$ cat src/rtl/ack_bus_scheduler.sv
// ack_bus_scheduler: sequential owner of the shared ack bus (mem/sha/aes/ctrl); one grant at a time, held until done or abandon.
// Latency: grant/winner_id registered one edge after req is sampled in IDLE; GAP_CYCLES dead cycles follow every release.
// Backpressure: requesters wait level-held while the bus is owned or spacing; `define ACK_TIMEOUT_EN adds forced release after TIMEOUT cycles.
module ack_bus_scheduler #(
   parameter int PRIO_MODE  = 0,
   parameter int GAP_CYCLES = 1,
   parameter int TIMEOUT    = 64
) (
   input  logic       clk,
   input  logic       rst_n,
   input  logic [3:0] req,
   input  logic [3:0] done,
   output logic [3:0] grant,
   output logic [1:0] winner_id,
   output logic       ack_event,
   output logic       busy,
   output logic       timeout_err
);

   typedef enum logic [1:0] {IDLE, GRANT, GAP} state_t;

   localparam logic [1:0] NO_OWNER = 2'b11;
   localparam logic [3:0] GAP_LAST = (GAP_CYCLES > 0) ? 4'(GAP_CYCLES - 1) : 4'd0;

   state_t     state;
   logic [1:0] last_winner;
   logic [3:0] gap_cnt;
   logic [1:0] pick_id;
   logic [1:0] cand;
   logic       release_req;
   logic       to_fire;

   // Unsupported GAP_CYCLES/TIMEOUT settings show up as this named block in the elaborated hierarchy.
   if (GAP_CYCLES < 0 || GAP_CYCLES > 15 || TIMEOUT < 2 || TIMEOUT > 1024) begin : g_cfg_out_of_range
   end

   // Round-robin scans upward from last_winner+1; the previous owner is visited last.
   always_comb begin
      pick_id = 2'd0;
      cand    = 2'd0;
      if (PRIO_MODE == 1) begin
         for (int i = 3; i >= 0; i--) begin
            if (req[i]) pick_id = 2'(i);
         end
      end else begin
         for (int i = 4; i >= 1; i--) begin
            cand = last_winner + 2'(i);
            if (req[cand]) pick_id = cand;
         end
      end
   end

   assign release_req = (state == GRANT) && (done[winner_id] || !req[winner_id]);

`ifdef ACK_TIMEOUT_EN
   localparam logic [9:0] TO_LAST = 10'(TIMEOUT - 1);
   logic [9:0] to_cnt;

   // A genuine release in the same cycle wins, so no error pulse is raised then.
   assign to_fire = (state == GRANT) && !release_req && (to_cnt == TO_LAST);
`else
   assign to_fire = 1'b0;
`endif

   always_ff @(posedge clk or negedge rst_n) begin
      if (!rst_n) begin
         state       <= IDLE;
         grant       <= 4'b0000;
         winner_id   <= NO_OWNER;
         ack_event   <= 1'b0;
         busy        <= 1'b0;
         timeout_err <= 1'b0;
         last_winner <= 2'd3;
         gap_cnt     <= 4'd0;
`ifdef ACK_TIMEOUT_EN
         to_cnt      <= 10'd0;
`endif
      end else begin
         timeout_err <= 1'b0;
         case (state)
            IDLE: begin
               if (|req) begin
                  state       <= GRANT;
                  grant       <= 4'b0001 << pick_id;
                  winner_id   <= pick_id;
                  ack_event   <= 1'b1;
                  busy        <= 1'b1;
                  last_winner <= pick_id;
`ifdef ACK_TIMEOUT_EN
                  to_cnt      <= 10'd0;
`endif
               end
            end
            GRANT: begin
               if (release_req || to_fire) begin
                  grant       <= 4'b0000;
                  winner_id   <= NO_OWNER;
                  ack_event   <= 1'b0;
                  timeout_err <= to_fire;
                  gap_cnt     <= 4'd0;
                  if (GAP_CYCLES == 0) begin
                     state <= IDLE;
                     busy  <= 1'b0;
                  end else begin
                     state <= GAP;
                  end
               end
`ifdef ACK_TIMEOUT_EN
               to_cnt <= to_cnt + 10'd1;
`endif
            end
            GAP: begin
               if (gap_cnt == GAP_LAST) begin
                  state <= IDLE;
                  busy  <= 1'b0;
               end else begin
                  gap_cnt <= gap_cnt + 4'd1;
               end
            end
            default: begin
               state     <= IDLE;
               grant     <= 4'b0000;
               winner_id <= NO_OWNER;
               ack_event <= 1'b0;
               busy      <= 1'b0;
            end
         endcase
      end
   end

endmodule

$ cat config.mk
export PLATFORM = sky130hd
export DESIGN_NAME = ack_bus_scheduler
export DESIGN_NICKNAME = d
export VERILOG_FILES = /design/src/rtl/ack_bus_scheduler.sv
export SDC_FILE = /design/constraint.sdc
export NUM_CORES = 1
export LEC_CHECK = 0
export CORE_MARGIN = 2
export CORE_UTILIZATION = 52
export CTS_CLUSTER_SIZE = 10
export DETAILED_ROUTE_END_ITERATION = 10
export PLACE_DENSITY = 0.82
export REMOVE_ABC_BUFFERS = 1
export SLEW_MARGIN = 25
export SYNTH_ARGS = -nofsm -noshare
export SYNTH_HDL_FRONTEND = slang
export SYNTH_SLANG_ARGS = --single-unit
$ cat constraint.sdc
create_clock -name clk -period 3 [get_ports clk]
set_input_delay 0.9 -clock clk [delete_from_list [all_inputs] [get_ports clk]]
set_output_delay 0.9 -clock clk [all_outputs]
set_load 0.05 [all_outputs]
# Yosys cells after proc, flatten, opt, wreduce, memory -nomap -nowiden
# Cells that the tools add are included.
# totals
regBits	16
in_bits	10
word_cells	70
# classes
n_addsub	4
order_cmp	5
eq_ne	6
n_shift	1
n_mux	33
bitwise_logic	2
reduce_logical	12
# op_table
op	n
two-way mux 2 bit	9
less-than comparator 2 x 3 -> 1 bit (second input constant)	5
binary-select mux 1 bit (select 2 bit)	6
two-way mux 4 bit	3
case mux 2 bit (3 select lines)	2
case mux 4 bit (3 select lines)	1
AND reduction 3 bit	4
two-way mux 1 bit	9
inequality test 2 bit (second input constant)	4
case mux 4 bit (2 select lines)	1
case mux 1 bit (3 select lines)	2
adder 2 bit (second input constant)	2
adder 4 x 1 -> 4 bit (second input constant)	1
logical NOT 4 bit	1
OR reduction 4 bit	1
<< shifter 1 x 2 -> 4 bit (first input constant)	1
adder 2 x 1 -> 2 bit (second input constant)	1
== test 2 x 1 -> 1 bit (second input constant)	1
== test 2 bit (second input constant)	1
logical NOT 2 bit	1
inverter 1 bit	2
AND reduction 2 bit	1
nonzero test 2 bit	1
logical AND 1 bit	1
other kinds (2)	2

# Longest topological paths before layout
# logic_depth
depth_word	9
ltp_mapped	6
mapped_depth_nobuf	6

# Worst setup path after synthesis
# No wires, ideal clock.
# synth_timing
path_kind	input port to flip-flop
start	in done[2]
end	reg gap_cnt[1]
setup_ns	0.122
arrival_ns	2.079
t_required_ns	2.878
slack_ns	0.800
stages	4
path_buffers	0
cell_sequence	and4bb_1 -> or4_4 -> or2_1 -> a32o_1
# synth_via
elab_chain_len	6
# synth_lines
element	line	text
from (decl)	12	input logic [3:0] done,
binary-select mux 1 bit (select 2 bit)	53	assign release_req = (state == GRANT) && (done[winner_id] || !req[winner_id]);
two-way mux 1 bit (not written as such)	53	
logical OR 1 bit	53	
logical AND 1 bit	53	
inequality test 2 bit (no source line)	-	
AND reduction 3 bit (no source line)	-	
to (signal assigned)	117	gap_cnt <= gap_cnt + 4'd1;
to (decl)	27	logic [3:0] gap_cnt;
# No other way between the ends. The select of a mux whose other input is x is not followed.
# A chain may end at the register's enable or synchronous reset.

# Final worst setup path
# layout_timing
start	reg winner_id[0]
end	out winner_id[0]
# layout_lines
element	line	text
from (decl)	14	output logic [1:0] winner_id,
from (signal assigned)	85	winner_id <= pick_id;
# No word-level cell between the ends.

==> run_results.csv <==
group,metric,value,unit
run_status,outcome,"completed",
power_and_ir_drop,p_comb_share,52.5,%
clocking,cts.path.max_buffers,2,
setup_path,crit_buf_inv,1,
yosys,ys_seq_area_share,46.42,%
setup_path,reg2reg_to,"gap_cnt[1]",
clocking,cts_tree,"built",
power_and_ir_drop,clock_power_share,10.7,%
power_and_ir_drop,power,1101,uW
setup_path,cp.arrival,1.69,ns
global_routing,antenna_found_initial,0,
timing,setup_viol,0,
setup_path,start_kind,"flip-flop",
die,design.core.area,1541,um^2
clocking,cts_resized,0,
setup_path,endpoint_kind,"output port",
yosys,yosys_warnings,0,
setup_path,cpPeakStageDelay,0.81,ns
clocking,cts.clk_slew.worst_paths,0.09,ns
die,initial_core_util,56.66,%
yosys,syn_area,873.3,um^2
timing,fin_worst_skew,0.009924,ns
power_and_ir_drop,ir_drop,650.2,uV
die,fp.dieW,44.98,um
finish,num_antenna_cells,0,
timing,hold_violations,0,
finish,area_delta_synth_final,23.93,%
timing,clock.fmax,0.3863,GHz
finish,drive_above_1_share,11.65,%
timing,relSlewSlack,53.59,%
yosys,syn_inst,84,
setup_path,slowest_stage,"clkdlybuf4s50_1",
global_routing,grt_start_max_net_pins,17,
placed_design,gp_congestion,0.7523,
power_and_ir_drop,p_int,603.1,uW
timing,fin_tns_setup,0,ns
route,top_layer_used,"met4",
global_routing,grtUsageTotal,21.45,%
yosys,yosys.area.top_type,"dfrtp_1",
setup_path,reg2reg_depth,4,
yosys,ys_ff_latch,16,
clocking,cts.sinks,16,
placed_design,dp_hpwl,1329,um
yosys,synth_top_area_share,34.38,%
hold_path,hold_class,"flip-flop to flip-flop",
die,ios,19,
global_routing,grt_pass1_wl,3091,um
clocking,cts_max_level,1,
route,wl_met2,718,um
route,post-route-drc-count,0,
setup_path,crit_type,"flip-flop to output port",
power_and_ir_drop,p_sw,498.0,uW
yosys,yosys-top-cells-count,"dfrtp_1, inv_1, nor2_1",
setup_path,cp-startpoint,"winner_id[0]",
clocking,holdBufCountCts,0,
route,drt_wl_total,1767,um
clocking,clock_latency,0.30,ns
setup_path,r2r_start,"winner_id[0]",
timing,drv_slew,0,
setup_path,cp.depth,1,
timing,worst_pin_slew,0.6940,ns
die,dieArea,2023,um^2
die,die_y,44.98,um
route,wl_met1,910,um
clocking,postCtsSetupBuffers,0,
route,via_per_inst,5.975,
power_and_ir_drop,power_frac_seq,36.8,%
route,ant_nets,0,
route,dr_wl_met3,113,um
global_routing,grt_pass1_vias,693,
yosys,ys.flop_type,"dfrtp_1",
setup_path,cp_max_fo,6,
setup_path,path_cells,"clkdlybuf4s50_1",
route,vias,711,
timing,fin_crit_sh,86.29,%
flow_run,cap_violations,0,
route,wl_per_cell,14.85,um
timing,rsz0062_at_grt,"false",
power_and_ir_drop,p_leak,0.0004798,uW
route,dr.pass1.iters,6,
clocking,cts_buffers,3,
power_and_ir_drop,p_per_area,1017,nW/um^2
global_routing,grt_overflow_total,0,
yosys,synth_edf_count,0,
placed_design,port_buffers,17,
timing,finalCriticalPeriod,2.589,ns
route,drt_iter0_markers,13,
finish,nets,116,
yosys,synth.avg_cell_area,10.40,um^2
yosys,ys_types,42,
yosys,ys_top_cells_by_area,"dfrtp_1, dfstp_2, a32o_1",
die,rows,14,
finish,fillers,122,
setup_path,cp_data_required_time,2.10,ns
yosys,synth-async-reset-ratio,100.0,%
power_and_ir_drop,netSwitchingFraction,45.23,%
yosys,yosysMostFrequentCell,"dfrtp_1",
setup_path,endpoint,"winner_id[0]",
setup_path,rrSetupSlack,1.08,ns
clocking,cts_root_buffer,"clkbuf_4",
setup_path,critPathTopFamily,"buffers and inverters",
==> flip-flops by register name (all words and copies together) (netlist names) <==
name and flops:
gap_cnt 4, state 2, grant 4, ack_event 1, busy 1, winner_id 2
last_winner 2
==> logic make-up after synthesis <==
group | after synthesis | synth area share [%]
AOI/OAI and AO/OA | 25 | 20.92
and+or+nand+nor | 23 | 17.48
DFF | 16 | 46.42
buffers and inverters | 11 | 5.157
muxes | 4 | 4.728
adders and majority gates | 2 | 2.865
xor gates and xnor gates | 2 | 2.006
other | 1 | 0.4294
==> power by group through the flow <==
stage	sequential [uW]	combinational, uW	clock (uW)
5_1_grt	422	626	128
3_3_place_gp	405	567	0
6_report	405	578	118
2_1_floorplan	542	257	0
4_1_cts	405	580	119
3_5_place_dp	409	577	0
==> area by class of cell <==
cell class | count | area [um^2] | area share (%)
inverters | 8 | 30.03 | 2.775
flip-flops and latches | 16 | 405.4 | 37.46
multi-input cells | 57 | 422.9 | 39.08
well taps | 16 | 20.02 | 1.850
repair buffers | 18 | 177.7 | 16.42
clock buffers | 4 | 26.28 | 2.428
==> worst min path at each step <==
stage                   start        endpoint  cells past startpoint
6_report            ack_event       ack_event                      1
5_1_grt              grant[3]        grant[3]                      1
2_1_floorplan  last_winner[0]  last_winner[0]                      2
3_3_place_gp        ack_event       ack_event                      1
4_1_cts             ack_event       ack_event                      1
3_5_place_dp        ack_event       ack_event                      1
==> metrics by stage <==
stage,setup WS (ns),hold WS [ns],cells,cell area (um^2),util [%]
floorplan,0.7996,0.4959,81,858.3,-
global placement,0.2467,0.4667,115,1056,68.51
detailed placement,0.2034,0.4691,115,1056,68.51
CTS,0.4118,0.4953,119,1082,70.21
global route,0.3671,0.5088,119,1082,70.21
finish,0.4113,0.4884,119,1082,70.21
==> placed cells by master (no fill, tap or decap), types with 3 or more instances in the layout <==
master	synthesis	routed
a21oi_1	4	4
nand2_1	3	3
inv_1	8	8
o21ai_0	4	4
dfstp_2	4	4
a32o_1	3	3
mux2i_1	3	3
dfrtp_1	12	12
clkdlybuf4s50_1	0	17
clkbuf_4	0	3
nor2_1	6	6
==> per-layer routing <==
layer	GRT usage [%]	vias up
li1	-	345
met1	32.29	345
met2	30.29	18
met3	4.000	3
met4	8.824	0
met5	0	-
Power figures use the tool's default switching activity.
